==> src/rtl/nes_frame_reader_if.sv <==
// Pad-side and result-side signals of the NES controller reader.
// The reader itself is the master; the pad, the external state counter and the consumer form the slave side.
interface nes_frame_reader_if;
    logic       nes_data;
    logic [2:0] bit_idx;
    logic       nes_latch;
    logic       nes_pulse;
    logic       seq_clk;
    logic       seq_rst;
    logic [7:0] buttons;
    logic       valid;
    logic       seq_err;

    modport master (
        input  nes_data, bit_idx,
        output nes_latch, nes_pulse, seq_clk, seq_rst, buttons, valid, seq_err
    );

    modport slave (
        output nes_data, bit_idx,
        input  nes_latch, nes_pulse, seq_clk, seq_rst, buttons, valid, seq_err
    );
endinterface

==> src/rtl/nes_frame_reader.sv <==
// Polls one NES pad: latch, seven shift pulses, eight captured bits cross-checked against the
// external 3-bit state counter, then a parallel button byte with a one-cycle valid strobe.
module nes_frame_reader #(
    parameter int HALF_PERIOD = 300,
    parameter int FRAME_GAP   = 833000
) (
    input  logic                clk,
    input  logic                reset,
    nes_frame_reader_if.master  bus
);
    localparam int GAP_W  = $clog2(FRAME_GAP + 1);
    localparam int HALF_W = $clog2(HALF_PERIOD + 1);

    localparam logic [1:0] ST_IDLE  = 2'd0;
    localparam logic [1:0] ST_LATCH = 2'd1;
    localparam logic [1:0] ST_READ  = 2'd2;
    localparam logic [1:0] ST_DONE  = 2'd3;

    logic [1:0]        state_q, state_d;
    logic [GAP_W-1:0]  gap_cnt_q, gap_cnt_d;
    logic [HALF_W-1:0] half_cnt_q, half_cnt_d;
    logic              phase_q, phase_d;
    logic [2:0]        exp_idx_q, exp_idx_d;
    logic [7:0]        shift_q, shift_d;
    logic [1:0]        sync_q, sync_d;
    logic              latch_q, latch_d;
    logic              pulse_q, pulse_d;
    logic              seq_clk_q, seq_clk_d;
    logic              seq_rst_q, seq_rst_d;
    logic [7:0]        buttons_q, buttons_d;
    logic              valid_q, valid_d;
    logic              seq_err_q, seq_err_d;

    logic tick;
    logic data_s;

    assign tick   = (half_cnt_q == HALF_W'(HALF_PERIOD - 1));
    assign data_s = sync_q[1];
    assign sync_d = {sync_q[0], bus.nes_data};

    always_comb begin
        state_d    = state_q;
        gap_cnt_d  = gap_cnt_q;
        half_cnt_d = half_cnt_q;
        phase_d    = phase_q;
        exp_idx_d  = exp_idx_q;
        shift_d    = shift_q;
        buttons_d  = buttons_q;
        valid_d    = 1'b0;
        seq_err_d  = 1'b0;

        case (state_q)
            ST_IDLE: begin
                half_cnt_d = '0;
                phase_d    = 1'b0;
                if (gap_cnt_q == GAP_W'(FRAME_GAP - 1)) begin
                    gap_cnt_d = '0;
                    state_d   = ST_LATCH;
                end else begin
                    gap_cnt_d = gap_cnt_q + 1'b1;
                end
            end
            ST_LATCH: begin
                half_cnt_d = tick ? '0 : half_cnt_q + 1'b1;
                if (tick) begin
                    phase_d = ~phase_q;
                    // Bit 0 (A) is already on the data line while latch is held.
                    if (phase_q) begin
                        shift_d[0] = ~data_s;
                        exp_idx_d  = 3'd1;
                        state_d    = ST_READ;
                    end
                end
            end
            ST_READ: begin
                half_cnt_d = tick ? '0 : half_cnt_q + 1'b1;
                if (tick) begin
                    phase_d = ~phase_q;
                    // End of the low phase: the counter must agree with the bit we expect.
                    if (phase_q) begin
                        if (bus.bit_idx == exp_idx_q) begin
                            shift_d[exp_idx_q] = ~data_s;
                            if (exp_idx_q == 3'd7) begin
                                state_d = ST_DONE;
                            end else begin
                                exp_idx_d = exp_idx_q + 3'd1;
                            end
                        end else begin
                            seq_err_d = 1'b1;
                            gap_cnt_d = '0;
                            state_d   = ST_IDLE;
                        end
                    end
                end
            end
            ST_DONE: begin
                buttons_d = shift_q;
                valid_d   = 1'b1;
                gap_cnt_d = '0;
                state_d   = ST_IDLE;
            end
            default: begin
                state_d = ST_IDLE;
            end
        endcase

        // Pin outputs follow the next state so they line up with the state register.
        latch_d   = (state_d == ST_LATCH);
        pulse_d   = (state_d == ST_READ) && !phase_d;
        seq_clk_d = pulse_d;
        seq_rst_d = (state_d != ST_READ);
    end

    always_ff @(posedge clk or posedge reset) begin
        if (reset) begin
            state_q    <= ST_IDLE;
            gap_cnt_q  <= '0;
            half_cnt_q <= '0;
            phase_q    <= 1'b0;
            exp_idx_q  <= 3'd0;
            shift_q    <= 8'h00;
            sync_q     <= 2'b00;
            latch_q    <= 1'b0;
            pulse_q    <= 1'b0;
            seq_clk_q  <= 1'b0;
            seq_rst_q  <= 1'b1;
            buttons_q  <= 8'h00;
            valid_q    <= 1'b0;
            seq_err_q  <= 1'b0;
        end else begin
            state_q    <= state_d;
            gap_cnt_q  <= gap_cnt_d;
            half_cnt_q <= half_cnt_d;
            phase_q    <= phase_d;
            exp_idx_q  <= exp_idx_d;
            shift_q    <= shift_d;
            sync_q     <= sync_d;
            latch_q    <= latch_d;
            pulse_q    <= pulse_d;
            seq_clk_q  <= seq_clk_d;
            seq_rst_q  <= seq_rst_d;
            buttons_q  <= buttons_d;
            valid_q    <= valid_d;
            seq_err_q  <= seq_err_d;
        end
    end

    assign bus.nes_latch = latch_q;
    assign bus.nes_pulse = pulse_q;
    assign bus.seq_clk   = seq_clk_q;
    assign bus.seq_rst   = seq_rst_q;
    assign bus.buttons   = buttons_q;
    assign bus.valid     = valid_q;
    assign bus.seq_err   = seq_err_q;
endmodule

==> src/flat_wrapper.sv <==
// flat-port wrapper written by rule: the top's interface ports become plain ports
module nes_frame_reader_flat 
#(
    parameter int HALF_PERIOD = 300,
    parameter int FRAME_GAP   = 833000
)
  (clk, reset, bus_nes_data, bus_bit_idx, bus_nes_latch, bus_nes_pulse, bus_seq_clk, bus_seq_rst, bus_buttons, bus_valid, bus_seq_err);
  nes_frame_reader_if bus_i ();
  input  logic clk;
  input  logic reset;
  input wire logic [$bits(bus_i.nes_data)-1:0] bus_nes_data;
  input wire logic [$bits(bus_i.bit_idx)-1:0] bus_bit_idx;
  output wire logic [$bits(bus_i.nes_latch)-1:0] bus_nes_latch;
  output wire logic [$bits(bus_i.nes_pulse)-1:0] bus_nes_pulse;
  output wire logic [$bits(bus_i.seq_clk)-1:0] bus_seq_clk;
  output wire logic [$bits(bus_i.seq_rst)-1:0] bus_seq_rst;
  output wire logic [$bits(bus_i.buttons)-1:0] bus_buttons;
  output wire logic [$bits(bus_i.valid)-1:0] bus_valid;
  output wire logic [$bits(bus_i.seq_err)-1:0] bus_seq_err;
  assign bus_i.nes_data = bus_nes_data;
  assign bus_i.bit_idx = bus_bit_idx;
  assign bus_nes_latch = bus_i.nes_latch;
  assign bus_nes_pulse = bus_i.nes_pulse;
  assign bus_seq_clk = bus_i.seq_clk;
  assign bus_seq_rst = bus_i.seq_rst;
  assign bus_buttons = bus_i.buttons;
  assign bus_valid = bus_i.valid;
  assign bus_seq_err = bus_i.seq_err;
  nes_frame_reader #(.HALF_PERIOD(HALF_PERIOD), .FRAME_GAP(FRAME_GAP)) u_core (.clk(clk), .reset(reset), .bus(bus_i));
endmodule
==> config.mk <==
export PLATFORM = sky130hd
export DESIGN_NAME = nes_frame_reader_flat
export DESIGN_NICKNAME = d
export VERILOG_FILES = /design/src/rtl/nes_frame_reader_if.sv /design/src/rtl/nes_frame_reader.sv /design/src/flat_wrapper.sv
export SDC_FILE = /design/constraint.sdc
export NUM_CORES = 1
export LEC_CHECK = 0
export BUFFER_PORTS_ARGS = -buffer_cell sky130_fd_sc_hd__buf_4
export CAP_MARGIN = 0
export CORE_ASPECT_RATIO = 0.5
export CORE_UTILIZATION = 65
export CTS_CLUSTER_SIZE = 14
export DETAILED_ROUTE_END_ITERATION = 10
export PLACE_DENSITY_LB_ADDON = 0.12
export SYNTH_ARGS = -nofsm -noshare
export SYNTH_HDL_FRONTEND = slang
export SYNTH_SLANG_ARGS = --single-unit
==> constraint.sdc <==
create_clock -name clk -period 4.9 [get_ports clk]
set_input_delay 0.98 -clock clk [delete_from_list [all_inputs] [get_ports clk]]
set_output_delay 0.98 -clock clk [all_outputs]
set_load 0.05 [all_outputs]
* Word-level counts from Yosys, hierarchy flattened *
Index checks and enable logic that the tools add are counted.

word-level totals
  output and inout bits = 14
  input bits = 6
  word-level logic and storage cells = 88
  bits in registers = 58

cells by class
  equal/unequal tests = 17
  muxes and demuxes = 38
  bitwise operators = 2
  order comparisons = 2
  reduce and logical (&&, ||, !) cells = 12
  $add $sub $neg = 3

operator list
  cell                                                                     count
  20-bit 2-to-1 mux                                                        4
  20-bit one-hot mux with 3 select lines                                   1
  20-bit by 1-bit adder with 20-bit output, second input constant          1
  20-bit == test, second input constant                                    1
  3-bit 2-to-1 mux                                                         6
  9-bit one-hot mux with 2 select lines                                    1
  2-bit 2-to-1 mux                                                         7
  1-bit 2-to-1 mux                                                         12
  2-bit by 1-bit inequality test with 1-bit output, second input constant  5
  9-bit by 1-bit adder with 9-bit output, second input constant            1
  9-bit == test, second input constant                                     1
  9-bit 2-to-1 mux                                                         1
  8-bit bitwise mux                                                        1
  2-bit one-hot mux with 4 select lines                                    1
  4-bit AND reduction                                                      2
  7-bit AND reduction                                                      1
  2-bit == test, second input constant                                     3
  2-bit inequality test, second input constant                             3
  3-bit one-hot mux with 2 select lines                                    1
  6-bit AND reduction                                                      1
  2-bit by 1-bit == test with 1-bit output, second input constant          2
  3-bit by 4-bit < comparator with 1-bit output, second input constant     1
  1-bit one-hot mux with 2 select lines                                    2
  2-bit nonzero test                                                       2
  11 further kinds                                                         13

* Logic depth before layout (Yosys ltp) *
  depth in word-level cells = 9
  gate-level depth with buffers = 8
  mapped depth without buffers = 7

* Least setup slack after synthesis *
No wires, ideal clock.

  path kind = in2reg
  start point = input bus_bit_idx[0]
  end point = register u_core.exp_idx_q[0]
  stages on the path = 5
  required time = 4.772 ns
  path buffers = 0
  setup time = 0.128 ns
  arrival = 2.203 ns
  slack = 2.569 ns
  cells stage by stage = xor2_1 nor3_2 nor3b_1 o21ai_1 mux2_1

between the ends
  word-level cells in the longest chain between the ends = 3

ends and longest elaborated chain
  element                                                     line                     source
  start, declared                                             flat_wrapper.sv:12       input wire logic [$bits(bus_i.bit_idx)-1:0] bus_bit_idx;
  3-bit == test                                               nes_frame_reader.sv:81   if (bus.bit_idx == exp_idx_q) begin
  2-bit by 1-bit inequality test with 1-bit output (no line)  n/a
  7-bit AND reduction (no line)                               n/a
  end signal, assigned                                        nes_frame_reader.sv:135  exp_idx_q <= exp_idx_d;
  end, declared                                               nes_frame_reader.sv:23   logic [2:0] exp_idx_q, exp_idx_d;

Every way passes these cells.
A chain may end at the register's enable or synchronous reset.

* Worst setup path in the final report *
  start point = register u_core.half_cnt_q[0]
  end point = register u_core.gap_cnt_q[0]

between the ends
  word-level cells in the longest chain between the ends = 3

ends and longest elaborated chain
  element                                                     line                     source
  start, declared                                             nes_frame_reader.sv:21   logic [HALF_W-1:0] half_cnt_q, half_cnt_d;
  start signal, assigned                                      nes_frame_reader.sv:133  half_cnt_q <= half_cnt_d;
  9-bit == test                                               nes_frame_reader.sv:37   assign tick = (half_cnt_q == HALF_W'(HALF_PERIOD - 1));
  2-bit by 1-bit inequality test with 1-bit output (no line)  n/a
  4-bit AND reduction (no line)                               n/a
  end signal, assigned                                        nes_frame_reader.sv:132  gap_cnt_q <= gap_cnt_d;
  end, declared                                               nes_frame_reader.sv:20   logic [GAP_W-1:0] gap_cnt_q, gap_cnt_d;

Every way passes these cells.

==> results <==
- The run finished with clean final reports.
- The total number of clock tree sinks is 58.
- Cell internal power was estimated by the tool at 0.000782 W.
- The period utilization is 53.8%.
- In this run, post-CTS hold repair placed 0 buffers.
- In this run the deepest clock path goes through 2 buffers.
- The distinct cell type count of the synthesized netlist is 58.
- Summed over all cells, the static leakage comes to 1.64 nW.
- Counting flops with an async set or reset pin after synthesis yields a share of 100%.
- The number of max-slew violations in the final report was 0.
- The number of vias after detailed routing is 2473.
- The commonest cells after synthesis are dfrtp_1, nor2_1, nand2_1, nand3_1, o21ai_0.
- The area of the core is 4510 um2.
- The repair_antennas step left the layout with diodes totalling 0.
- The clock tree root buffer cell is clkbuf_8.
- Across every metal layer, demand over resource in global routing totals 28.0%.
- STA classifies the critical path startpoint as a register.
- The tool flagged a number of max-cap violations equal to 0.
- The power dissipated by switching net loads is 0.000206 W.
- TritonCTS created 9 clock buffers.
- The number of setup buffers added after CTS is 0.
- The transition time of the tightest slew-check pin is 1.11 ns.
- The instance area after placement is 3270 um2.
- The residual antenna-violating net count after detailed routing is 0.
- The number of placed instances, taps included is 375.
- After detailed routing, the average wire length per cell comes to 16.6 um.
- Synthesis produced a netlist with a net count of 323.
- The initial core utilization is 69.3%.
- Using the TritonRoute via totals, the vias-per-cell ratio works out to 6.32.
- The mean instance size in the synthesized netlist is 10.1 um2.
- Measured along the y axis, the die boundary spans 51.0 um.
- The floorplan step set the die width to 100 um.
- The met2 layer usage reported by global route is 47.1%.
- The final setup skew is 0.00697 ns.
- The overall overflow remaining after global route is 0.
- Headroom to the max-slew limit came out at 24.4%.
- The clock tree from TritonCTS is built.
- The delay of the slowest cell on the worst path is 0.52 ns.
- The achievable clock frequency is 379 MHz.
- The via count of the first global-routing pass is 2320.
- In this run, synthesis inferred 0 flip-flops with an integrated enable.
- The share of layout cells above drive strength 1 is 16.0%.
- The sequential-to-total area share from yosys stat is 46.5%.
- The floorplan die area is 5100 um2.
- The final weighted congestion in routability-driven placement is 0.874.
- In this run the cell area of the synthesized design comes to 3120 um2.
- The number of buffers inserted by port buffering is 19.
- From synthesis to final layout, the design area changed by 11.8%.
- The cell count after synthesis came out at 308.
- The total design power is 0.000988 W.
- The biggest fanout along the worst timing path is 13.
- The critical path is of the register to register type.
- For this design, the slowest cell found on the critical path is or3_1.
- The final hold violation count is 0.
- Setup total negative slack on the finished layout was measured at 0 ns.
- Setup repair after global routing left no endpoint under its margin.
- The data required time at the worst endpoint is 5.13 ns.
- The number of top-level pins is 20.
- The H-tree was split into 3 levels.
- After synthesis, the cell types taking the most area are dfrtp_1, ha_1, mux2_2, o2bb2ai_1, nor2_1.
- The share of the synthesized area in the top cell type is 45.7%.
- The post-route minimum period is 2.64 ns.
- The number of warning messages in the yosys log is 0.
- The class of the most critical hold timing path is register to register.
- The number of antenna violations at the first check in global routing was 0.
- The number of iterations in the first detailed-routing pass is 4.
- After clock tree synthesis, the clock-pin slew on the worst setup and hold paths is 0.07 ns.
- The remaining routing DRC violations is 0.
- The share of total power consumed by net switching is 20.8%.
- The leading area contributor after synthesis is dfrtp_1.
- Counting the fill cells in the layout gives 300.
- The worst setup path is captured at a register.
- The number of synthesized register bits is 58.
- The met1 track utilization from global routing is 35.0%.
- The power per cell area is 283 nW/um2.
- The first global-routing pass estimated 10.7 mm of wire.
- The share of total power dissipated in sequential elements is 48.7%.
- The number of nets in the finished design is 335.
- After global routing, the most crowded layer is met2.
- Global routing consumed, on the met3 layer, 7.93% of the routing resources.
- The worst-case IR drop observed on VDD is 0.000160 V.
- Walking the worst path, the cells encountered are ha_1 -> nand4bb_1 -> or3_1 -> o21ai_1 -> nand2b_1 -> mux2_1.
- Combinational cells account for 1.5% of the total power.
- The number of DRC markers after the initial detailed-route iteration is 130.
- After routing the design area is 3490 um2.
- The sum of net half-perimeters after detailed placement is 4.13 mm.
- The sum of routed wire length over all layers is 6.49 mm.
- The placement row count is 17.
- In this run, post-CTS repair resized a total of 0 instances.
- The cell with the most instances after synthesis is dfrtp_1.
- The later-pin clock latency in the skew report is 0.34 ns.
- The critical path arrival is 2.86 ns.
- Setup violations remaining at the end of the flow were counted as 0.
- The most instantiated flip-flop cell in the synthesis netlist is dfrtp_1.
- The part of the power in the clock network is 49.8%.
- The count of cells in the finished layout, fillers not included, comes to 391.
- Entering global routing, the biggest net connects 59 pins.
[worst max-delay path, delay by kind of cell (launching register included)]
kind	cells	cell delay [ns]
AO/OA/AOI/OAI	1	0.31
adder cells (fa/ha/maj)	1	0.24
AND/OR/NAND/NOR	3	1.14
flip-flops	1	0.40
multiplexers	1	0.42
[flip-flops by register name, indices dropped and copies added (netlist names), 2 cells and up]
register and cells:
u_core.bus.buttons 8, u_core.exp_idx_q 3, u_core.gap_cnt_q 20, u_core.half_cnt_q 9, u_core.shift_q 8, u_core.state_q 2, u_core.sync_q 2
[cell families after synthesis]
logic type      after synthesis  synth area share (%)
fa+ha+maj                     9                  3.60
flops                        58                  46.5
buf+inv                      27                  3.64
mux                          18                  6.17
compound gates               75                  16.8
simple gates                114                  21.3
xor+xnor                      7                  1.96
[final timing paths]
kind,slack [ns],cells after the start,endpoint,from
max,2.26,6,u_core.gap_cnt_q[0]$_DFFE_PP0P_,u_core.half_cnt_q[0]$_DFFE_PP0N_
min,0.35,0,u_core.sync_q[1]$_DFF_PP0_,u_core.sync_q[0]$_DFF_PP0_
max reg2reg,2.26,6,u_core.gap_cnt_q[0]$_DFFE_PP0P_,u_core.half_cnt_q[0]$_DFFE_PP0N_
min reg2reg,0.35,0,u_core.sync_q[1]$_DFF_PP0_,u_core.sync_q[0]$_DFF_PP0_
max in group asynchronous,3.59,3,u_core.half_cnt_q[6]$_DFFE_PP0N_,reset
min in group asynchronous,0.84,3,u_core.gap_cnt_q[19]$_DFFE_PP0P_,reset
[layout make-up]
cell class                 instances  area [um2]  area share (%)
multi-input combinational        223        1560            44.6
sequential                        58        1450            41.6
timing repair buffer              20         150            4.30
clock buffer                      11         141            4.05
tap                               66        82.6            2.36
clock inverter                     5        77.6            2.22
inverter                           8        30.0           0.860
[routing by layer]
metal | vias up | routed length [um]
met5 | - | 0
met4 | 0 | 93
met3 | 14 | 300
met2 | 60 | 3130
met1 | 1226 | 2970
li1 | 1173 | -
[cells in the final DEF, fill, tap and decap left out, types with 3 or more instances in the layout]
cell       count
dfrtp_1       57
nor2_1        23
buf_4         20
nand3_1       16
nand2_1       16
o21ai_0       14
o2bb2ai_1     10
clkbuf_8      10
ha_1           9
mux2_2         8
nand4_1        8
mux2i_1        8
o31ai_1        7
inv_1          7
a21oi_1        7
a21o_1         7
and3_1         6
nor3_1         6
a31oi_1        5
o21ai_1        5
a211o_1        5
xnor2_1        4
a211oi_1       4
nor4_1         4
nor2b_1        3
and2_1         3
xor2_1         3
and4_1         3
a41oi_1        3
nor3b_1        3
nand2b_1       3
[power by group through the flow]
stage	registers [W]	clock network, W	logic [W]
finish	0.000481	0.000492	0.0000151
global route	0.000481	0.000516	0.0000176
detailed placement	0.000490	0	0.0000160
global placement	0.000490	0	0.0000154
floorplan	0.000489	0	0.00000978
CTS	0.000481	0.000494	0.0000159
[through the flow]
stage	hold WS (ns)	utilization, %	worst slack [ns]
floorplan	0.331	-	2.49
global placement	0.332	72.6	2.29
detailed placement	0.336	72.6	2.18
CTS	0.351	77.4	2.30
global route	0.359	77.4	2.04
finish	0.351	77.4	2.26
Note: power is estimated with default switching activity, not from simulation.
